## src/rtl/apb_mon_pkg.sv

```systemverilog
// Shared definitions for the APB protocol monitor.
// Contents: bus phase enum, error bit indices, helper to pick the
// lowest-index error out of an error vector.
package apb_mon_pkg;

    typedef enum logic [1:0] {
        IDLE   = 2'd0,
        SETUP  = 2'd1,
        ACCESS = 2'd2
    } phase_e;

    localparam int unsigned ERR_NO_SETUP  = 0;
    localparam int unsigned ERR_NO_ACCESS = 1;
    localparam int unsigned ERR_UNSTABLE  = 2;
    localparam int unsigned ERR_TIMEOUT   = 3;
    localparam int unsigned ERR_WR_ADDR   = 4;
    localparam int unsigned ERR_ABORT     = 5;
    localparam int unsigned NUM_ERR       = 6;

    function automatic logic [2:0] lowest_err(input logic [NUM_ERR-1:0] e);
        logic found;
        lowest_err = '0;
        found      = 1'b0;
        for (int unsigned i = 0; i < NUM_ERR; i++) begin
            if (e[i] && !found) begin
                lowest_err = 3'(i);
                found      = 1'b1;
            end
        end
    endfunction

endpackage

```

## src/rtl/apb_mon_sat_cnt.sv

```systemverilog
// Saturating counter with clear and parallel load.
// Ports: i_clk, i_rst_n (async, active-low), i_inc (count up by one),
//        i_clr (zero; combined with i_inc the result is 1),
//        i_load/i_load_val (load wins over clear and increment),
//        o_cnt (current value, sticks at all-ones).
module apb_mon_sat_cnt #(
    parameter int unsigned W = 16
) (
    input  logic         i_clk,
    input  logic         i_rst_n,
    input  logic         i_inc,
    input  logic         i_clr,
    input  logic         i_load,
    input  logic [W-1:0] i_load_val,
    output logic [W-1:0] o_cnt
);

    logic [W-1:0] r_cnt;

    always_ff @(posedge i_clk or negedge i_rst_n) begin
        if (!i_rst_n) begin
            r_cnt <= '0;
        end else if (i_load) begin
            r_cnt <= i_load_val;
        end else if (i_clr) begin
            r_cnt <= i_inc ? W'(1) : '0;
        end else if (i_inc && (r_cnt != '1)) begin
            r_cnt <= r_cnt + W'(1);
        end
    end

    assign o_cnt = r_cnt;

endmodule

```

## src/rtl/apb_protocol_monitor.sv

```systemverilog
// Passive APB protocol monitor.
// Tracks IDLE/SETUP/ACCESS per sample, raises sticky error bits with an
// enable-masked interrupt, captures the first error (code + address),
// counts completed reads/writes and records the worst wait-state count.
// Inputs: PCLK, PRESETn, tapped bus signals (PSELx_i, PENABLE_i, PWRITE_i,
//         PADDR_i, PWDATA_i, PREADY_o, PRDATA_o), err_en_i, err_clr_i,
//         cnt_clr_i.
// Outputs: err_sts_o, err_irq_o, first_err_code_o, first_err_addr_o,
//          wr_cnt_o, rd_cnt_o, max_wait_o, phase_o.
module apb_protocol_monitor
    import apb_mon_pkg::*;
#(
    parameter int unsigned ADDR_W      = 8,
    parameter int unsigned DATA_W      = 32,
    parameter int unsigned NUM_WR_ADDR = 4,
    parameter logic [NUM_WR_ADDR*ADDR_W-1:0] WR_ADDR_LIST = {8'h04, 8'h02, 8'h01, 8'h00},
    parameter int unsigned TIMEOUT_CYC = 16,
    parameter int unsigned CNT_W       = 16
) (
    input  logic              PCLK,
    input  logic              PRESETn,
    input  logic              PSELx_i,
    input  logic              PENABLE_i,
    input  logic              PWRITE_i,
    input  logic [ADDR_W-1:0] PADDR_i,
    input  logic [DATA_W-1:0] PWDATA_i,
    input  logic              PREADY_o,
    input  logic [DATA_W-1:0] PRDATA_o,
    input  logic [5:0]        err_en_i,
    input  logic              err_clr_i,
    input  logic              cnt_clr_i,
    output logic [5:0]        err_sts_o,
    output logic              err_irq_o,
    output logic [2:0]        first_err_code_o,
    output logic [ADDR_W-1:0] first_err_addr_o,
    output logic [CNT_W-1:0]  wr_cnt_o,
    output logic [CNT_W-1:0]  rd_cnt_o,
    output logic [7:0]        max_wait_o,
    output logic [1:0]        phase_o
);

    phase_e              r_phase;
    logic [ADDR_W-1:0]   r_addr;
    logic                r_write;
    logic [DATA_W-1:0]   r_wdata;
    logic [7:0]          r_wait;
    logic                r_to_done;
    logic [NUM_ERR-1:0]  r_err_sts;
    logic                r_irq;
    logic [2:0]          r_first_code;
    logic [ADDR_W-1:0]   r_first_addr;

    phase_e              w_nxt_phase;
    logic [NUM_ERR-1:0]  w_err;
    logic [NUM_ERR-1:0]  w_sts_base;
    logic                w_done;
    logic [7:0]          w_done_wait;
    logic                w_latch;
    logic [7:0]          w_wait_nxt;
    logic [7:0]          w_wait_inc;
    logic                w_to_nxt;
    logic [ADDR_W-1:0]   w_cap_addr;
    logic                w_addr_legal;
    logic                w_unstable;
    logic                w_unused_rdata;

    // Read data is observed only.
    assign w_unused_rdata = ^PRDATA_o;

    always_comb begin
        w_addr_legal = 1'b0;
        for (int unsigned i = 0; i < NUM_WR_ADDR; i++) begin
            if (PADDR_i == WR_ADDR_LIST[i*ADDR_W +: ADDR_W]) w_addr_legal = 1'b1;
        end
    end

    assign w_unstable = (PADDR_i != r_addr) || (PWRITE_i != r_write) ||
                        (r_write && (PWDATA_i != r_wdata));
    assign w_wait_inc = (r_wait == 8'hFF) ? r_wait : r_wait + 8'd1;

    always_comb begin
        w_err       = '0;
        w_done      = 1'b0;
        w_done_wait = '0;
        w_nxt_phase = r_phase;
        w_latch     = 1'b0;
        w_wait_nxt  = r_wait;
        w_to_nxt    = r_to_done;
        w_cap_addr  = r_addr;
        unique case (r_phase)
            IDLE: begin
                if (PENABLE_i) begin
                    w_err[ERR_NO_SETUP] = 1'b1;
                    w_cap_addr          = PADDR_i;
                end else if (PSELx_i) begin
                    w_latch     = 1'b1;
                    w_nxt_phase = SETUP;
                    w_cap_addr  = PADDR_i;
                end
            end
            SETUP: begin
                if (PSELx_i && PENABLE_i) begin
                    w_err[ERR_UNSTABLE] = w_unstable;
                    if (PREADY_o) begin
                        w_done      = 1'b1;
                        w_nxt_phase = IDLE;
                    end else begin
                        w_nxt_phase          = ACCESS;
                        w_wait_nxt           = 8'd1;
                        w_to_nxt             = (TIMEOUT_CYC == 1);
                        w_err[ERR_TIMEOUT]   = (TIMEOUT_CYC == 1);
                    end
                end else begin
                    // A repeated setup relatches; the error reports the old address.
                    w_err[ERR_NO_ACCESS] = 1'b1;
                    if (PSELx_i) w_latch = 1'b1;
                    else         w_nxt_phase = IDLE;
                end
            end
            ACCESS: begin
                if (PSELx_i && PENABLE_i) begin
                    w_err[ERR_UNSTABLE] = w_unstable;
                    if (PREADY_o) begin
                        w_done      = 1'b1;
                        w_done_wait = r_wait;
                        w_nxt_phase = IDLE;
                    end else begin
                        w_wait_nxt = w_wait_inc;
                        if ((w_wait_inc == 8'(TIMEOUT_CYC)) && !r_to_done) begin
                            w_err[ERR_TIMEOUT] = 1'b1;
                            w_to_nxt           = 1'b1;
                        end
                    end
                end else begin
                    w_err[ERR_ABORT] = 1'b1;
                    w_nxt_phase      = IDLE;
                end
            end
            default: w_nxt_phase = IDLE;
        endcase
        if (w_latch && PWRITE_i && !w_addr_legal) w_err[ERR_WR_ADDR] = 1'b1;
    end

    // Clear is applied before this cycle's new errors are merged in.
    assign w_sts_base = err_clr_i ? '0 : r_err_sts;

    always_ff @(posedge PCLK or negedge PRESETn) begin
        if (!PRESETn) begin
            r_phase      <= IDLE;
            r_addr       <= '0;
            r_write      <= 1'b0;
            r_wdata      <= '0;
            r_wait       <= '0;
            r_to_done    <= 1'b0;
            r_err_sts    <= '0;
            r_irq        <= 1'b0;
            r_first_code <= '0;
            r_first_addr <= '0;
        end else begin
            r_phase   <= w_nxt_phase;
            r_wait    <= w_wait_nxt;
            r_to_done <= w_to_nxt;
            if (w_latch) begin
                r_addr  <= PADDR_i;
                r_write <= PWRITE_i;
                r_wdata <= PWDATA_i;
            end
            r_err_sts <= w_sts_base | w_err;
            if ((w_err != '0) && (w_sts_base == '0)) begin
                r_first_code <= lowest_err(w_err);
                r_first_addr <= w_cap_addr;
            end else if (err_clr_i) begin
                r_first_code <= '0;
                r_first_addr <= '0;
            end
            r_irq <= |(r_err_sts & err_en_i);
        end
    end

    apb_mon_sat_cnt #(.W(CNT_W)) u_wr_cnt (
        .i_clk      (PCLK),
        .i_rst_n    (PRESETn),
        .i_inc      (w_done && r_write),
        .i_clr      (cnt_clr_i),
        .i_load     (1'b0),
        .i_load_val ('0),
        .o_cnt      (wr_cnt_o)
    );

    apb_mon_sat_cnt #(.W(CNT_W)) u_rd_cnt (
        .i_clk      (PCLK),
        .i_rst_n    (PRESETn),
        .i_inc      (w_done && !r_write),
        .i_clr      (cnt_clr_i),
        .i_load     (1'b0),
        .i_load_val ('0),
        .o_cnt      (rd_cnt_o)
    );

    apb_mon_sat_cnt #(.W(8)) u_max_wait (
        .i_clk      (PCLK),
        .i_rst_n    (PRESETn),
        .i_inc      (1'b0),
        .i_clr      (cnt_clr_i),
        .i_load     (w_done && (cnt_clr_i || (w_done_wait > max_wait_o))),
        .i_load_val (w_done_wait),
        .o_cnt      (max_wait_o)
    );

    assign err_sts_o        = r_err_sts;
    assign err_irq_o        = r_irq;
    assign first_err_code_o = r_first_code;
    assign first_err_addr_o = r_first_addr;
    assign phase_o          = r_phase;

endmodule

```

## config.mk

```make
export PLATFORM = sky130hd
export DESIGN_NAME = apb_protocol_monitor
export DESIGN_NICKNAME = d
export VERILOG_FILES = /design/src/rtl/apb_mon_pkg.sv /design/src/rtl/apb_mon_sat_cnt.sv /design/src/rtl/apb_protocol_monitor.sv
export SDC_FILE = /design/constraint.sdc
export NUM_CORES = 1
export LEC_CHECK = 0
export ABC_AREA = 0
export CORE_MARGIN = 2
export CORE_UTILIZATION = 50
export DETAILED_ROUTE_END_ITERATION = 6
export PLACE_DENSITY = 0.88
export SETUP_SLACK_MARGIN = 0.3
export SLEW_MARGIN = 25
export SYNTH_ARGS = -nofsm -noshare
export SYNTH_HDL_FRONTEND = slang
export SYNTH_SLANG_ARGS = --single-unit
```

## constraint.sdc

```tcl
create_clock -name PCLK -period 3.3 [get_ports PCLK]
set_clock_uncertainty 0.05 [all_clocks]
set_input_delay 0.99 -clock PCLK [delete_from_list [all_inputs] [get_ports PCLK]]
set_output_delay 0.99 -clock PCLK [all_outputs]
set_load 0.01 [all_outputs]
```

==> impl_summary.md, run 1 <==
Timing
Hold timing on the final database bottoms out at a slack of approximately 0.46 ns. The slew at the pin with the worst max-slew slack is 0.594 ns. Of the available clock period, the critical path in the final layout requires 0.897. The worst slew margin relative to its limit is 0.604.

The final worst slack is 0.340 ns. Based on the critical path, the design can be clocked at up to 338 MHz. Setup repair after global routing left no endpoint under its margin.

The count of endpoints failing hold in the final timing report came to 0. The number of max-slew violations in the final report was 0. The routed design could run at a clock period as short as 2.96 ns. The total setup violations reported at the end of the flow is 0.

Adding up every negative setup slack in the final design gives 0 ns.

Clock network
The buffer levels on the longest clock path is 2. Buffers inserted to repair hold after CTS numbered 0. TritonCTS built the clock tree. The number of CTS-inserted buffers is 9. Clock latency on the worst-skew pair, taken at its later pin, is 0.36 ns.

The total clock sinks is 110. After clock tree synthesis, the clock-pin slew on the worst setup and hold paths is 0.07 ns. The tree is rooted in a clkbuf_16. The H-tree level count is 3.

Power
The static leakage is 3.24 nW. For this design the ratio of total power to cell area is between 500 and 600 mW/mm2. The worst IR drop on VDD is 548 uV. The total power is 4.36 mW.

Global route
For this run, the total global-route usage over all layers was measured as 0.227. The global-route track usage on met2 is 0.403. Entering global routing, the biggest net connects 67 pins. The global-route met3 utilization is 0.0604. The initial antenna violation count is 0. The via count of the first global-routing pass is 4,832.

The global-route wire length before repair is 22,900 um. After global routing, the most crowded layer is met2. For met1 alone, demand over resource in global routing was 0.271. For this run the aggregate overflow at the end of global routing stands at 0.

Critical path
The largest single stage delay on the critical path is 0.56 ns. The worst setup path is of the in2reg kind. The nature of the critical path endpoint is a flip-flop.

In this run the critical register-to-register path is launched from phase_o[0]. The largest fanout on the critical path is 8. STA classifies the critical path startpoint as a primary input. At the worst endpoint, the required time is 3.53 ns.

The library cell contributing the largest single delay on the critical path is or4_4. The critical path goes through clkdlybuf4s50_1 > or4_4 > o311ai_4 > and3_4 > nand2_2 > o31ai_4 > buf_6 > o2bb2ai_1. Data on the critical path arrives at its endpoint at 3.19 ns. The most critical setup path has its startpoint at PADDR_i[4].

Outcome
The flow ran to the end, and the final reports show no timing, DRC or antenna violations.

Route
Using the TritonRoute via totals, the vias-per-cell ratio works out to 5.63. The routed via count is 4,712. The number of iterations in the first detailed-routing pass is 5. After detailed routing, the average wire length per cell comes to 16.6 um. In this run the remaining antenna-violating nets after routing total 0. For this block, the initial DRC count from the detailed router was 232. The number of remaining DRC errors is 0. After detailed routing, the total wire length is ~14,000 um.

Worst hold path
The path category of the worst min-delay check is reg2reg. In this run the most critical hold path is launched from first_err_addr_o[4].

Synthesis
Summing every instance area after synthesis gives between 0.005 and 0.006 mm2. The synthesized netlist contains 55 unique library cells. After synthesis, the mean cell area works out to ~10 um2. The flip-flop and latch count after synthesis is 110. The post-synthesis net count is 655. The sequential cell area fraction in the yosys report is 0.472. By area the synthesized netlist is led by dfrtp_1, mux2_2, xor2_1, nor2_1, ha_1. For this run, asynchronously set or reset flops after synthesis account for 1.00. Synthesis produced a netlist whose cell count is 555. During synthesis, Yosys emitted a total of 0 warnings. Of all cell types, the one taking the most synthesized area is dfrtp_1. The area fraction of the dominant cell type after synthesis is 0.472. The synthesized design contains 0 enable-type register cells. The flip-flop cell with the highest count after synthesis is dfrtp_1. Yosys instantiated no cell more often than dfrtp_1. In the synthesized netlist, the cells that appear most often are dfrtp_1, xor2_1, nor2_1.

Final layout
Of the cells placed in the final design, the portion with a size suffix greater than 1 is 0.164. Relative to the synthesized area, the layout overhead comes to 31.9%. The repair_antennas step left the layout with diodes totalling 0.

Excluding fillers, the count of instances in the completed layout stands at about 840. The total number of nets in the final design is 790. Once layout is complete, the utilization of the core stands at 0.673. The finished cells cover 0.00769 mm2.

Placed design
The final weighted congestion in routability-driven placement is 0.891. The post-placement setup slack is -0.181 ns. The cell area reported after detailed placement is 0.00730 mm2. The half-perimeter wire length after placement is 10,100 um. The number of port buffers is 113. Including well taps, the total number of placed cells is roughly 820.

Die
The initial standard-cell utilization of the core is 0.510. The area of the core is 0.0114 mm2. The area of the die is 0.0125 mm2. From bottom edge to top edge, the die measures 112 um. The die width is roughly 110 um.

The initialized floorplan defines 39 standard-cell rows. The top-level I/O count is 146.

Run
The number of maximum-capacitance constraint violations is 0.
cell families after synthesis:
logic type | share of synthesized area
AOI/OAI and AO/OA | 0.112
DFF | 0.472
adders and majority gates | 0.0318
and+or+nand+nor | 0.163
buffers and inverters | 0.0262
xor gates and xnor gates | 0.0932
muxes | 0.102
registers in the layout, summed over array words and instances, names as in the netlist:
register and count:
err_irq_o 1, r_write 1, u_rd_cnt.o_cnt 16, u_max_wait.o_cnt 8
r_addr 8, phase_o 2, u_wr_cnt.o_cnt 16, r_wdata 32
r_to_done 1, r_wait 8, first_err_code_o 3, err_sts_o 6
first_err_addr_o 8
per-layer routing:
| layer | share of wire | wire [um] |
|---|---|---|
| met1 | 0.41 | 5650 |
| met2 | 0.51 | 7140 |
| met3 | 0.061 | 845 |
| met4 | 0.019 | 265 |
| met5 | 0 | 0 |
cell type report:
class | instances | area, um2
Tap cell | 143 | 179
Sequential cell | 110 | 2750
Clock inverter | 3 | 43.8
Timing Repair Buffer | 143 | 1380
Multi-Input combinational cell | 408 | 3010
Clock buffer | 12 | 256
Inverter | 18 | 67.6
Fill cell | 853 | 3730
repair_timing:
action | in CTS | in global routing
gates resized for setup | 17 | 6
setup buffers | 1 | 0
pin swaps | 5 | 5
endpoints found under the setup margin | 16 | 18
path summary, 6_finish.rpt:
check                                 endpoint  slack (ns)  depth (start not counted)
min                        first_err_addr_o[4]        0.46                          1
max in group asynchronous  u_max_wait.o_cnt[4]        1.83                          2
min reg2reg                first_err_addr_o[4]        0.46                          1
min in group asynchronous          r_wdata[18]        0.58                          1
max reg2reg                u_max_wait.o_cnt[3]        0.55                         12
max                        first_err_addr_o[2]        0.34                          8
cell usage in the layout, fill, tap and decap left out, types with 11 or more instances in the layout:
cell type        synthesis  final
nor2_1                  50     48
inv_1                   18     18
xor2_1                  53     53
ha_1                    14     13
nand2_1                 31     30
buf_4                    1     28
mux2i_1                 12     12
a21oi_1                 16     14
mux2_2                  42     42
nand3_1                 13     13
and2_1                  13     11
dfrtp_1                110    110
clkdlybuf4s50_1          0    108
nand4_1                 18     18
o21ai_0                 27     25
report_power, final:
group	total, mW	internal [mW]	switching (mW)
clock network	1.11	0.627	0.483
logic	1.32	0.719	0.600
registers	1.93	1.67	0.260
total	4.36	3.01	1.34
worst max-delay path: cells and delay by family:
family	cells	cell delay [ns]
and+or+nand+nor	3	0.90
AOI/OAI and AO/OA	3	0.67
buffers and inverters	2	0.63
Power figures use the tool's default switching activity.
==> inputs of run 2 (changes only) <==
==> constraint.sdc (replaced) <==
create_clock -name PCLK -period 3.4 [get_ports PCLK]
set_clock_uncertainty 0.05 [all_clocks]
set_input_delay 1.02 -clock PCLK [delete_from_list [all_inputs] [get_ports PCLK]]
set_output_delay 1.02 -clock PCLK [all_outputs]
set_load 0.01 [all_outputs]
==> run 2 against run 1 <==
Against the previous run:
- cell count is 0.48% lower
- total power is 4.7% lower
- critical path depth stayed put
- non-clock buffer count is 5 lower
- combinational power is 5% lower
- critical path type unchanged
- highest routed layer unchanged
==> impl_summary.md, run 2 (synthesized netlist as in run 1, its figures left out) <==
Power
The worst IR drop on VDD is 554 uV (+1.1%). The power per standard cell area is 547 mW/mm2 (-3.5%). The static leakage is 3.20 nW (-1.4%).

Route
The number of DRC markers in iteration 0 is 246 (+6.0%). The length of routed met2 wiring came to 7260 um (+1.7%). The top metal layer carrying routed signals is met4. The met3 wirelength from detailed routing was 835 um (-1.2%). The routed length per placed instance was 16.9 um (+2.0%). The aggregate routed wire length is 14,100 um (+1.5%). The average via count per standard cell is 5.70 (+1.3%). The number of iterations in the first detailed-routing pass is 4 (-1).

The detailed-routing wirelength on met1 came to 5710 um (+1.0%). The number of remaining DRC errors is 0 (unchanged). The antenna violation net count after detailed routing is 0 (unchanged). The routed via count is 4,750 (+0.81%).

Critical path
The largest fanout on the critical path came to 8 (unchanged). The signal on the critical path passes through clkdlybuf4s50_1 > or4_4 > o311ai_4 > and3_2 > nand2_2 > o31ai_4 > buf_4 > o2bb2ai_1. The data arrival time at the worst-slack endpoint is 3.29 ns (+0.10 ns). The worst setup path is launched from a primary input. The delay contributed by the slowest stage of the critical path is 0.59 ns (+0.03 ns). The library cell contributing the largest single delay on the critical path is or4_4. STA classifies the critical path endpoint as a flip-flop.

The start-to-end type of the worst setup path is in2reg. The worst reg-to-reg setup slack is 0.60 ns (+0.05 ns). The required time at the endpoint of the critical path came to 3.64 ns (+0.11 ns).

Die
The area of the core is 0.0114 mm2 (unchanged). The initial standard-cell utilization of the core is 0.510 (unchanged). The area of the die came to 0.0125 mm2 (unchanged).

The die width is 112 um (unchanged). The top-level I/O count is 146 (unchanged). The number of standard-cell rows in the floorplan is 39 (unchanged). The die boundary height is 112 um (unchanged).

Final layout
The fraction of final layout cells with drive strength greater than 1 was 0.154 (-0.0106). The number of flip-flops in the largest register is 32 (unchanged). The final antenna diode count is 0 (unchanged). The total number of nets in the final design is 785 (-0.63%). The area growth from synthesis to layout is 30.3%. The library cells used most frequently in the layout, excluding fill and tap cells, are dfrtp_1, clkdlybuf4s50_1, xor2_1. The final cell area excluding filler cells is 0.00759 mm2 (-1.2%). The register containing the most flip-flops in the final layout is r_wdata. The library cell used most frequently in the layout, excluding fill and tap cells, is dfrtp_1.

Timing
Timing would allow up to between 300 and 400 MHz. The share of the clock period used by the worst path after layout is 0.897. The number of max-slew violations in the final report was 0 (unchanged). The final worst slack is 0.351 ns (+0.0107 ns). The worst path needs between 3 and 4 ns of the cycle, external delays included. The total setup violations reported at the end of the flow came to 0 (unchanged). The worst-case hold slack is 0.458 ns (-0.00251 ns).

The count of endpoints failing hold in the final timing report is 0 (unchanged). The worst slew margin relative to its limit is 0.554 (-0.0503). The slew at the pin with the worst max-slew slack is 0.669 ns (+0.0755 ns). Setup repair after global routing left no endpoint under its margin.

Global route
The largest net degree at the start of global routing is 53 (-21%). The overflow left after global routing is 0 (unchanged). The initial antenna violation count is 0 (unchanged).

The via count of the first global-routing pass is 4,880 (+0.99%). The total global routing track utilization was 0.231 (+0.00380). The global-route wire length before repair came to 23,300 um (+1.5%).

Placed design
The post-placement setup slack is -0.288 ns (-0.107 ns). The final weighted congestion in routability-driven placement came to 0.876 (-1.7%). The half-perimeter wire length after placement is 10,400 um (+3.4%). The number of port buffers is 113 (unchanged). The cell area reported after detailed placement is 0.00726 mm2 (-0.58%).

Clock network
The TritonCTS clock tree is done. The total clock sinks came to 110 (unchanged). The total of hold buffers inserted after clock tree synthesis is 0 (unchanged). The register clock-pin slew on the reported worst setup and hold paths is 0.08 ns (about the same). The number of CTS-inserted buffers is 9 (unchanged).

The buffer levels on the longest clock path is 2 (unchanged). The clock tree root buffer cell is clkbuf_16. The clock latency on the worst-skew pair was 0.36 ns (about the same). The H-tree level count is 3 (unchanged).

Worst hold path
The path category of the worst min-delay check is reg2reg.

Outcome
The run finished with clean final reports.

Run
The number of maximum-capacitance constraint violations was 0 (unchanged).
run 2: cell count changes in the layout (fill, tap and decap cells not counted), moves of 2 or more:
cell and change:
buf_4 -4, and3_4 -2, clkbuf_8 -2, clkinvlp_4 +2
run 2: per-layer routing:
metal,vias to the layer above,track usage
li1,2240,-
met1,2346,0.271
met2,128,0.400
met3,36,0.0757
met4,0,0.0789
met5,-,0
run 2: worst max-delay path: cells and delay by family:
kind	cells	cell delay (ns)
AOI/OAI and AO/OA	3	0.65
buffers and inverters	2	0.69
and+or+nand+nor	3	0.92
run 2: path summary, 6_finish.rpt:
check	start	endpoint	depth (start not counted)
setup / recovery	PADDR_i[3]	first_err_addr_o[3]	8
hold / removal	first_err_addr_o[4]	first_err_addr_o[4]	1
min in group asynchronous	PRESETn	r_wdata[5]	1
max in group asynchronous	PRESETn	u_max_wait.o_cnt[5]	2
setup reg to reg	phase_o[0]	u_max_wait.o_cnt[5]	14
hold reg to reg	first_err_addr_o[4]	first_err_addr_o[4]	1
run 2: report_power, final:
part           internal (mW)  switching [mW]
registers               1.62           0.256
clock network          0.507           0.508
logic                  0.681           0.583
total                   2.81            1.35
run 2: final cells by class:
class	count	area [um2]
Fill cell	889	3830
Sequential cell	110	2750
Clock inverter	5	43.8
Timing Repair Buffer	138	1340
Inverter	18	67.6
Multi-Input combinational cell	408	2980
Tap cell	143	179
Clock buffer	11	233
run 2: timing repair:
item                       in CTS  in global routing
pin swaps                       2                  7
setup endpoints to repair       8                 17
buffers inserted                0                  1
gates cloned                    0                  0
resized for setup               7                 10
run 2: stage by stage:
stage | power (mW) | TNS (ns) | util | cells
after global placement | 3.04 | -0.896 | 0.636 | 816
after CTS | 4.16 | 0 | 0.661 | 832
after detailed placement | 3.13 | -2.31 | 0.636 | 816
after global routing | 4.37 | 0 | 0.665 | 833
final | 4.15 | 0 | 0.665 | 833
after floorplan | 2.61 | 0 | - | 555
